===== src/rtl/register_bank_dispatcher.sv =====
// Command-stream dispatcher: decodes one header beat per command and forwards
// its payload to one register-bank stream, draining and counting bad commands.
//
// Ports:
//   aclk, resetn         clock, synchronous active-low reset
//   s_axis_*             shared command stream in (tvalid/tready/tlast/tdata)
//   m_axis_tvalid[B]     per-bank valid (one-hot or zero)
//   m_axis_tready[B]     per-bank ready (only the held bank's bit is used)
//   m_axis_tlast/tdata   shared payload out, one-entry output register
//   busy                 FSM not idle or output register occupied
//   drop_count           saturating count of drained/aborted commands
module register_bank_dispatcher #(
    parameter int NUM_BANKS        = 4,
    parameter int CMD_STREAM_WIDTH = 32,
    parameter int LEN_WIDTH        = 16
) (
    input  logic                        aclk,
    input  logic                        resetn,
    input  logic                        s_axis_tvalid,
    output logic                        s_axis_tready,
    input  logic                        s_axis_tlast,
    input  logic [CMD_STREAM_WIDTH-1:0] s_axis_tdata,
    output logic [NUM_BANKS-1:0]        m_axis_tvalid,
    input  logic [NUM_BANKS-1:0]        m_axis_tready,
    output logic                        m_axis_tlast,
    output logic [CMD_STREAM_WIDTH-1:0] m_axis_tdata,
    output logic                        busy,
    output logic [15:0]                 drop_count
);
    localparam int BW = (NUM_BANKS > 1) ? $clog2(NUM_BANKS) : 1;
    localparam logic [7:0] OP_WRITE = 8'h01;
    localparam logic [7:0] NB_LIM   = 8'(NUM_BANKS);
    localparam logic [LEN_WIDTH-1:0] LEN_ONE = LEN_WIDTH'(1);

    typedef enum logic [1:0] {
        S_IDLE,
        S_PAYLOAD,
        S_DRAIN
    } state_t;

    state_t                        r_state;
    state_t                        w_state_nxt;
    logic [LEN_WIDTH-1:0]          r_remaining;
    logic [LEN_WIDTH-1:0]          w_rem_nxt;
    logic [BW-1:0]                 r_bank;
    logic [BW-1:0]                 w_bank_nxt;
    logic                          r_out_full;
    logic [BW-1:0]                 r_out_bank;
    logic [CMD_STREAM_WIDTH-1:0]   r_out_data;
    logic                          r_out_last;
    logic [15:0]                   r_drop_count;

    logic                          w_tready;
    logic                          w_load;
    logic                          w_load_last;
    logic                          w_drop;
    logic                          w_out_ready;
    logic [NUM_BANKS-1:0]          w_tvalid;
    logic [7:0]                    w_hdr_op;
    logic [7:0]                    w_hdr_bank;
    logic [LEN_WIDTH-1:0]          w_hdr_len;

    assign w_hdr_op    = s_axis_tdata[31:24];
    assign w_hdr_bank  = s_axis_tdata[23:16];
    assign w_hdr_len   = s_axis_tdata[LEN_WIDTH-1:0];
    // Ready is taken from the bank of the beat actually held, so a new
    // command for another bank waits until the old beat leaves.
    assign w_out_ready = m_axis_tready[r_out_bank];

    always_ff @(posedge aclk) begin
        if (!resetn) begin
            r_state <= S_IDLE;
        end else begin
            r_state <= w_state_nxt;
        end
    end

    always_comb begin
        w_state_nxt = r_state;
        w_rem_nxt   = r_remaining;
        w_bank_nxt  = r_bank;
        w_tready    = 1'b0;
        w_load      = 1'b0;
        w_load_last = 1'b0;
        w_drop      = 1'b0;
        unique case (r_state)
            S_IDLE: begin
                w_tready = 1'b1;
                if (s_axis_tvalid) begin
                    if (w_hdr_len == '0) begin
                        w_drop = (w_hdr_op != OP_WRITE);
                    end else if (s_axis_tlast) begin
                        w_drop = 1'b1;
                    end else if (w_hdr_op == OP_WRITE && w_hdr_bank < NB_LIM) begin
                        w_state_nxt = S_PAYLOAD;
                        w_rem_nxt   = w_hdr_len;
                        w_bank_nxt  = w_hdr_bank[BW-1:0];
                    end else begin
                        w_state_nxt = S_DRAIN;
                        w_rem_nxt   = w_hdr_len;
                        w_drop      = 1'b1;
                    end
                end
            end
            S_PAYLOAD: begin
                w_tready = !r_out_full || w_out_ready;
                if (s_axis_tvalid && w_tready) begin
                    w_load      = 1'b1;
                    w_load_last = (r_remaining == LEN_ONE) || s_axis_tlast;
                    w_rem_nxt   = r_remaining - LEN_ONE;
                    if (r_remaining == LEN_ONE) begin
                        w_state_nxt = S_IDLE;
                    end else if (s_axis_tlast) begin
                        w_state_nxt = S_IDLE;
                        w_drop      = 1'b1;
                    end
                end
            end
            S_DRAIN: begin
                w_tready = 1'b1;
                if (s_axis_tvalid) begin
                    w_rem_nxt = r_remaining - LEN_ONE;
                    if (r_remaining == LEN_ONE || s_axis_tlast) begin
                        w_state_nxt = S_IDLE;
                    end
                end
            end
            default: begin
                w_state_nxt = S_IDLE;
            end
        endcase
    end

    always_ff @(posedge aclk) begin
        if (!resetn) begin
            r_remaining  <= '0;
            r_bank       <= '0;
            r_out_full   <= 1'b0;
            r_out_bank   <= '0;
            r_out_data   <= '0;
            r_out_last   <= 1'b0;
            r_drop_count <= '0;
        end else begin
            r_remaining <= w_rem_nxt;
            r_bank      <= w_bank_nxt;
            // A load in the same cycle as a drain keeps the register full.
            if (w_load) begin
                r_out_full <= 1'b1;
                r_out_bank <= r_bank;
                r_out_data <= s_axis_tdata;
                r_out_last <= w_load_last;
            end else if (r_out_full && w_out_ready) begin
                r_out_full <= 1'b0;
            end
            if (w_drop && r_drop_count != 16'hFFFF) begin
                r_drop_count <= r_drop_count + 16'd1;
            end
        end
    end

    always_comb begin
        w_tvalid = '0;
        if (r_out_full) begin
            w_tvalid[r_out_bank] = 1'b1;
        end
    end

    assign s_axis_tready = w_tready;
    assign m_axis_tvalid = w_tvalid;
    assign m_axis_tlast  = r_out_last;
    assign m_axis_tdata  = r_out_data;
    assign busy          = (r_state != S_IDLE) || r_out_full;
    assign drop_count    = r_drop_count;
endmodule

===== config.mk =====
export PLATFORM = sky130hd
export DESIGN_NAME = register_bank_dispatcher
export DESIGN_NICKNAME = d
export VERILOG_FILES = /design/src/rtl/register_bank_dispatcher.sv
export SDC_FILE = /design/constraint.sdc
export NUM_CORES = 1
export LEC_CHECK = 0
export ABC_AREA = 1
export CORE_MARGIN = 2
export CORE_UTILIZATION = 54
export CTS_CLUSTER_SIZE = 16
export DETAILED_ROUTE_END_ITERATION = 10
export PLACE_DENSITY = 0.95
export SLEW_MARGIN = 10
export SYNTH_ARGS = -nofsm -noshare
export SYNTH_HDL_FRONTEND = slang
export SYNTH_SLANG_ARGS = --single-unit

===== constraint.sdc =====
create_clock -name aclk -period 3.35 [get_ports aclk]
set_input_delay 0.335 -clock aclk [delete_from_list [all_inputs] [get_ports aclk]]
set_output_delay 0.335 -clock aclk [all_outputs]
set_load 0.05 [all_outputs]

Yosys cells after proc, flatten, opt, wreduce, memory -nomap -nowiden
Cells that the tools add are included.

word-level totals
  output and inout bits = 55
  flip-flop bits (word level) = 72
  word-level logic and storage cells = 82

cells by class
  $add $sub $neg = 2
  order comparisons = 3
  bitwise gates (word level) = 2
  multiplexer cells = 36
  reduce and logical (&&, ||, !) cells = 18
  eq/ne operators = 13

operators with widths
  cell                                                                          number
  16-bit two-way mux                                                            5
  16-bit case mux with 3 select lines                                           1
  2-bit two-way mux                                                             9
  16-bit by 1-bit adder with 16-bit output, second input constant               1
  16-bit by 1-bit == test with 1-bit output, second input constant              1
  16-bit logical NOT                                                            1
  16-bit inequality test, second input constant                                 1
  16-bit by 1-bit subtractor with 16-bit output, second input constant          1
  1-bit two-way mux                                                             15
  2-bit inequality test, second input constant                                  6
  8-bit by 1-bit == test with 1-bit output, second input constant               1
  8-bit by 3-bit less-than comparator with 1-bit output, second input constant  1
  8-bit by 1-bit inequality test with 1-bit output, second input constant       1
  7-bit AND reduction                                                           1
  2-bit case mux with 3 select lines                                            1
  6-bit AND reduction                                                           1
  1-bit logical AND                                                             5
  5-bit AND reduction                                                           1
  4-bit two-way mux                                                             1
  1-bit case mux with 2 select lines                                            2
  2-bit nonzero test                                                            2
  1-bit logical OR                                                              3
  2-bit by 3-bit less-than comparator with 1-bit output, second input constant  1
  3-bit inequality test, second input constant                                  1
  other kinds (10)                                                              11

Depth between registers and ports, before layout
Gate-level depths: netlist (run 1).

  depth in word-level cells = 8
  gate-level depth with buffers = 13
  gate-level depth less buffers = 12

Worst setup path before layout (run 1)
OpenSTA, ideal clock, no wires.

  kind = register to register
  start = register r_drop_count[0] (netlist: drop_count[0])
  end = register r_drop_count[12] (netlist: drop_count[12])
  data required time = 3,280 ps
  slack = 1,287 ps
  clock period less this slack = 2,063 ps
  cell stages (with the launch flop) = 9
  arrival = 1,993 ps
  library setup time = 70 ps
  cell sequence = dfxtp_1 ha_1 nand2_1 nor2_1 nand4_4 nand2_4 buf_8 nand2_2 a21oi_2

on the way
  cells in the longest elaborated chain, start to end = 2
  elaborated cells on any way between the ends = 3
  those cells by class = 1 x add/sub; 1 x eq/ne; 1 x reduce/logical

RTL lines
  item                                                                              RTL line  RTL
  start: declaration                                                                51        logic [15:0] r_drop_count;
  start signal: assignment                                                          156       r_drop_count <= r_drop_count + 16'd1;
  branches (longest 2 deep; another with 16-bit by 1-bit adder with 16-bit output)  n/a

Parallel ways; which one is timed is not known.
A chain may end at the register's enable or synchronous reset.

Worst setup path after layout (run 1)
  start = register r_state[0]
  end = output port s_axis_tready

on the way
  cells in the longest elaborated chain, start to end = 3
  elaborated cells on any way between the ends = 5
  those cells by class = 2 x eq/ne; 1 x mux; 2 x reduce/logical

RTL lines
  item                                                       RTL line  RTL
  start: declaration                                         41        state_t r_state;
  start signal: assignment                                   74        r_state <= w_state_nxt;
  2-bit == test / 2-bit logical NOT (equally long branches)  86        unique case (r_state)
  2-bit OR reduction (no line)                               n/a
  1-bit case mux with 2 select lines *                       86
  end: declaration                                           20        output logic s_axis_tready,

Every way passes the cells marked *; elsewhere a longest branch is shown, timed or not.

==> impl_metrics.ini, run 1 <==
[grt]
grt_pass1_wl_um = 17730
grt_pass1_vias = 3962
grt_antenna_before_repair = 0
grt_max_degree = 33
grt_overflow_total = 0
groute.usage.overall = 0.2797

[timing]
setup_slack_ps = 557.1
rsz0062_at_grt = false
slew_viol_final = 0
period_needed_ps = 2793
skew_ps = 7.354
fin_tns_setup_ps = 0
finalCritPeriodShare = 0.8337
finalHoldViolCount = 0
worst_pin_slew_ps = 619.5
timing.fmax_mhz = 358.1
max-slew-margin-rel = 0.5857
setup_viol = 0

[yosys]
seq_area_frac_synth = 0.3655
synth_seq_cells = 72
netlist.area_leader.share = 0.3655
syn_nets = 628
synth_cell_type_count = 36
synth_ff_type = dfxtp_1
synth_edf_count = 0
synth_common_cells = nand2_1 (148), nand3_1 (76), dfxtp_1 (72), nor2_1 (69), a21oi_1 (57)
syn_inst = 581
postSynth.asyncResetShare = 0
yosysMostFrequentCell = nand2_1
yosysWarnings = 0
synth.avg_cell_area_um2 = 6.788
synth_area_leaders = dfxtp_1 (37%), nand2_1 (14%), nand3_1 (9.6%), a21oi_1 (7.2%), nor2_1 (6.6%)
synth_top_area_cell = dfxtp_1
syn-cell-area_um2 = 3944

[clocking]
cts_root_buf = clkbuf_8
insertion_delay_ps = 340
clock_path_buffers = 2
clk_pin_slew_worst_paths_ps = 80
cts_resized = 0
ctsHoldBuffers = 0
numCtsBuffers = 9
cts_tree = yes
clkSinkCount = 72
postCtsSetupBuffers = 0
htreeDepth = 3

[setup_path]
reg2reg_from = r_state[1]$_SDFFE_PN0P_
cp_max_fo = 6
required_ps = 3010
end_kind = output pin
crit_path_start_kind = register
setup.worst_path.class = reg2out
reg2regPathDepth = 7
r2r-end = r_out_bank[0]$_SDFFE_PN0P_
arrival_ps = 2460
rrSetupSlack_ps = 1020

[cells_and_area]
multiInputGateArea_um2 = 2217
final_net_count = 713
final_cells = 770
area_delta_synth_final_pct = 29.79
antenna_cells = 0
drive_gt1_frac = 0.08644
regArea_um2 = 1441
fillers = 544

[power]
vdd_drop_max_uv = 443.4
p_leak_nw = 1.899
powerDensity_nw_per_um2 = 740.9

[placed_design]
dp_cells = 754
finalWeightedCongestion = 0.9935
post-place-ws_ps = 891.3
port_buffers = 94
dp_hpwl_um = 7983

[hold_path]
worstHoldStart = r_bank[0]$_SDFFE_PN0P_
holdCritPathClass = reg2reg
min_path_cells = 2
holdPathEnd = r_bank[0]$_SDFFE_PN0P_

[run_status]
outcome = finished, final reports clean

[floorplanning]
num_io_pins = 95
die_x_um = 89.46
coreArea_um2 = 7176
fp-row-count = 31
die_y_um = 89.46
die_area_um2 = 8003
initial_core_util = 0.5496

[detailed_routing]
drtPass1Iterations = 6
antenna_left = 0
viasPerCell = 5.605
drcViolationCount = 0
wl_per_cell_um = 14.54
route.vias.total = 4316
drt_first_iter_violations = 493
drt-total-wl_um = 11200

[run]
max-cap-violations = 0
[logic make-up (layout without fill, tap and decap cells)]
kind of cell / count (synthesis) / in the layout / synth area share
simple gates: 325 / 325 / 0.3696
buf+inv: 66 / 156 / 0.07233
mux: 1 / 1 / 0.002538
fa+ha+maj: 7 / 7 / 0.02221
flops: 72 / 72 / 0.3655
compound gates: 92 / 92 / 0.1279
xor+xnor: 18 / 18 / 0.03997
[layout by cell type, fill, tap and decap left out, drive strengths merged]
| cell type | n |
|---|---|
| nor2 | 72 |
| inv | 41 |
| a31oi | 1 |
| nor3 | 9 |
| clkinvlp | 3 |
| nor3b | 1 |
| mux2i | 1 |
| buf | 5 |
| ha | 7 |
| clkdlybuf4s50 | 94 |
| dfxtp | 72 |
| clkbuf | 10 |
| bufinv | 1 |
| nand2 | 160 |
| xnor2 | 8 |
| o21ai | 21 |
| nand3 | 78 |
| xor2 | 10 |
| clkinv | 2 |
| o22ai | 2 |
| or2 | 1 |
| a21oi | 67 |
| o21bai | 1 |
| nand4 | 4 |
[per-layer routing]
| metal | up-vias | global-route usage | share of wire |
|---|---|---|---|
| li1 | 2059 | - | - |
| met1 | 1968 | 0.3475 | 0.40 |
| met2 | 255 | 0.4653 | 0.48 |
| met3 | 34 | 0.06371 | 0.094 |
| met4 | 0 | 0.1194 | 0.029 |
| met5 | - | 0 | 0 |
[registers in the layout (all words and copies together) (netlist names)]
register	cells
drop_count	16
m_axis_tdata	32
m_axis_tlast	1
r_bank	2
r_out_bank	2
r_out_full	1
r_remaining	16
r_state	2
[layout make-up]
type / count / area share
Multi-Input combinational cell: 443 / 0.4331
Inverter: 41 / 0.03007
Clock buffer: 10 / 0.02689
Tap cell: 99 / 0.02420
Clock inverter: 6 / 0.01296
Sequential cell: 72 / 0.2816
Timing Repair Buffer: 99 / 0.1912
[power breakdown]
part / switching (mW) / leakage (nW) / internal [mW]
registers: 0.137 / 0.584 / 1.00
clock network: 0.332 / 0.0949 / 0.365
logic: 1.34 / 1.22 / 0.618
total: 1.81 / 1.90 / 1.98
[critical path, cell delays in order, from the launching register on]
cell and delay, ps:
dfxtp_1 400, inv_1 100, ha_1 290, nor2_1 190, inv_1 90, nor2_1 160, nor2_1 50, o21ai_0 80
inv_1 60, clkdlybuf4s50_1 700
[through the flow]
stage / hold WS, ps / power (mW) / utilization / area (um^2)
after floorplan: 419.9 / 2.558 / - / 3944
after global placement: 434.5 / 2.945 / 0.6849 / 4915
after detailed placement: 437.9 / 3.026 / 0.6849 / 4915
after CTS: 447.8 / 3.735 / 0.7133 / 5119
after global routing: 465.0 / 4.025 / 0.7133 / 5119
final: 450.1 / 3.793 / 0.7133 / 5119
[how the worst max path moves through the flow]
stage,startpoint,endpoint,slack [ps]
floorplan,drop_count[0]$_SDFFE_PN0P_,drop_count[12]$_SDFFE_PN0P_,1290
global placement,m_axis_tready[3],s_axis_tready,950
detailed placement,m_axis_tready[1],s_axis_tready,890
CTS,r_state[0]$_SDFFE_PN0P_,s_axis_tready,580
global route,r_state[0]$_SDFFE_PN0P_,s_axis_tready,490
finish,r_state[0]$_SDFFE_PN0P_,s_axis_tready,560
Note: power is estimated with default switching activity, not from simulation.
==> run 2: changes to the inputs <==
--- a/config.mk
+++ b/config.mk
@@ -7,10 +7,10 @@
 export LEC_CHECK = 0
 export ABC_AREA = 1
 export CORE_MARGIN = 2
-export CORE_UTILIZATION = 54
+export CORE_UTILIZATION = 50
 export CTS_CLUSTER_SIZE = 16
 export DETAILED_ROUTE_END_ITERATION = 10
-export PLACE_DENSITY = 0.95
+export PLACE_DENSITY = 0.89
 export SLEW_MARGIN = 10
 export SYNTH_ARGS = -nofsm -noshare
 export SYNTH_HDL_FRONTEND = slang
==> constraint.sdc (replaced) <==
create_clock -name aclk -period 2.7 [get_ports aclk]
set_input_delay 0.27 -clock aclk [delete_from_list [all_inputs] [get_ports aclk]]
set_output_delay 0.27 -clock aclk [all_outputs]
set_load 0.05 [all_outputs]
==> run 2 against run 1 <==
  * First-iteration DRC count down 40%
  * Die area up 7.6%
  * Critical path depth down 5
  * Utilization down 4.4 points
  * Sequential power up 24%
  * Combinational power up 22%
  * Register-to-register slack worse by 470 ps
  * Power up 23%
  * Clock power up 23%
  * Wire length down 0.55%
  * Final area up 0.54%
  * Critical path type unchanged
  * Highest routed layer unchanged
==> impl_metrics.ini, run 2 (synthesis gave the netlist of run 1 again) <==
[timing]
setup_slack_ps = 438.4
skew_ps = 6.903
period_needed_ps = 2262
fin_tns_setup_ps = 0
slew_viol_final = 0
finalHoldViolCount = 0
worst_pin_slew_ps = 652.2
timing.fmax_mhz = 442.2
finalCritPeriodShare = 0.8376
max-slew-margin-rel = 0.5652
whs_ps = 443.2
rsz0062_at_grt = false
setup_viol = 0

[setup_path]
r2r-end = drop_count[2]$_SDFFE_PN0P_
required_ps = 2430
crit_path_cell_trace = inv_1, ha_1, nand2_1, clkdlybuf4s50_1
setup.worst_path.class = reg2out
reg2reg_from = drop_count[0]$_SDFFE_PN0P_
end_kind = output pin
crit_path_start_kind = register
max_stage_delay_ps = 800
slowest_stage = clkdlybuf4s50_1
crit_start = r_state[0]$_SDFFE_PN0P_
cp_max_fo = 6
rrSetupSlack_ps = 550
arrival_ps = 1990
reg2regPathDepth = 7

[clocking]
clock_path_buffers = 2
cts_tree = yes
numCtsBuffers = 9
postCtsSetupBuffers = 0
clk_pin_slew_worst_paths_ps = 70
insertion_delay_ps = 340
cts_resized = 0
ctsHoldBuffers = 0
clkSinkCount = 72
cts_root_buf = clkbuf_8
htreeDepth = 3

[cells_and_area]
multiInputGateArea_um2 = 2217
regArea_um2 = 1441
post-route-util = 0.6694
antenna_cells = 0
drive_gt1_frac = 0.08780
layout_commonest_cell = nand2_1
area_delta_synth_final_pct = 30.49
fillers = 643
final_net_count = 714
design_area_um2 = 5146
largest_reg_flops = 32
final_cells = 774
final_cell_mix = nand2_1 (148), clkdlybuf4s50_1 (93), nand3_1 (76)

[floorplanning]
coreArea_um2 = 7687
num_io_pins = 95
die_x_um = 92.81
fp-row-count = 32
die_y_um = 92.81
initial_core_util = 0.5130
die_area_um2 = 8614

[hold_path]
holdPathEnd = r_bank[1]$_SDFFE_PN0P_
holdCritPathClass = reg2reg
worstHoldStart = r_bank[1]$_SDFFE_PN0P_
min_path_cells = 2

[placed_design]
dp_cells = 758
post-place-ws_ps = 534.4
dp_hpwl_um = 7902
port_buffers = 94
finalWeightedCongestion = 0.9329
place_area_um2 = 4949

[grt]
groute.usage.overall = 0.2574
grt_overflow_total = 0
grt_antenna_before_repair = 0
grt_max_degree = 57
grt_pass1_wl_um = 18110
grt_pass1_vias = 3953

[power]
powerDensity_nw_per_um2 = 907.8
p_leak_nw = 1.920
power_mw = 4.672
vdd_drop_max_uv = 389.6

[detailed_routing]
drt_first_iter_violations = 298
wl_per_cell_um = 14.39
drt-total-wl_um = 11140
drcViolationCount = 0
route.vias.total = 4234
viasPerCell = 5.470
drtPass1Iterations = 5
antenna_left = 0

[run]
max-cap-violations = 0

[run_status]
outcome = finished, final reports clean
## run 2: changes by cell type in the layout (fill, tap and decap cells not counted)
| cell | change |
|---|---|
| buf_12 | +2 |
| clkbuf_1 | +1 |
| clkdlybuf4s50_1 | -1 |
| clkinv_2 | +1 |
| clkinv_4 | +1 |
| clkinvlp_4 | -2 |
| inv_6 | -1 |
## run 2: report_power, final
part	switching, mW	internal [mW]	total [mW]
Sequential	0.172	1.24	1.41
Combinational	1.59	0.808	2.40
Clock	0.409	0.451	0.860
## run 2: layer usage
layer | wire, um | vias up | GRT usage
li1 | - | 2060 | -
met1 | 4820 | 1962 | 0.3402
met2 | 5184 | 175 | 0.4130
met3 | 775 | 37 | 0.04719
met4 | 355 | 0 | 0.1066
met5 | 0 | - | 0
## run 2: how the worst max path moves through the flow
stage                                              to  slack (ps)  cells past startpoint
final                                            busy         440                      4
after global routing                             busy         370                      4
after CTS                                        busy         430                      4
after detailed placement   drop_count[2]$_SDFFE_PN0P_         530                     11
after global placement     drop_count[0]$_SDFFE_PN0P_         620                     11
after floorplan           drop_count[12]$_SDFFE_PN0P_         640                      8
## run 2: worst max-delay path: cells and delay by family (launching register included)
kind | cells | cell delay (ps)
buf+inv | 2 | 880
fa+ha+maj | 1 | 290
simple gates | 1 | 100
flops | 1 | 390
## run 2: layout make-up
| type | instances | share of cell area |
|---|---|---|
| multi-input cells | 443 | 0.4308 |
| flip-flops and latches | 72 | 0.2801 |
| repair buffers | 100 | 0.1960 |
| inverters | 41 | 0.02991 |
| clock buffers | 11 | 0.02747 |
| well taps | 102 | 0.02480 |
| clock inverters | 5 | 0.01094 |
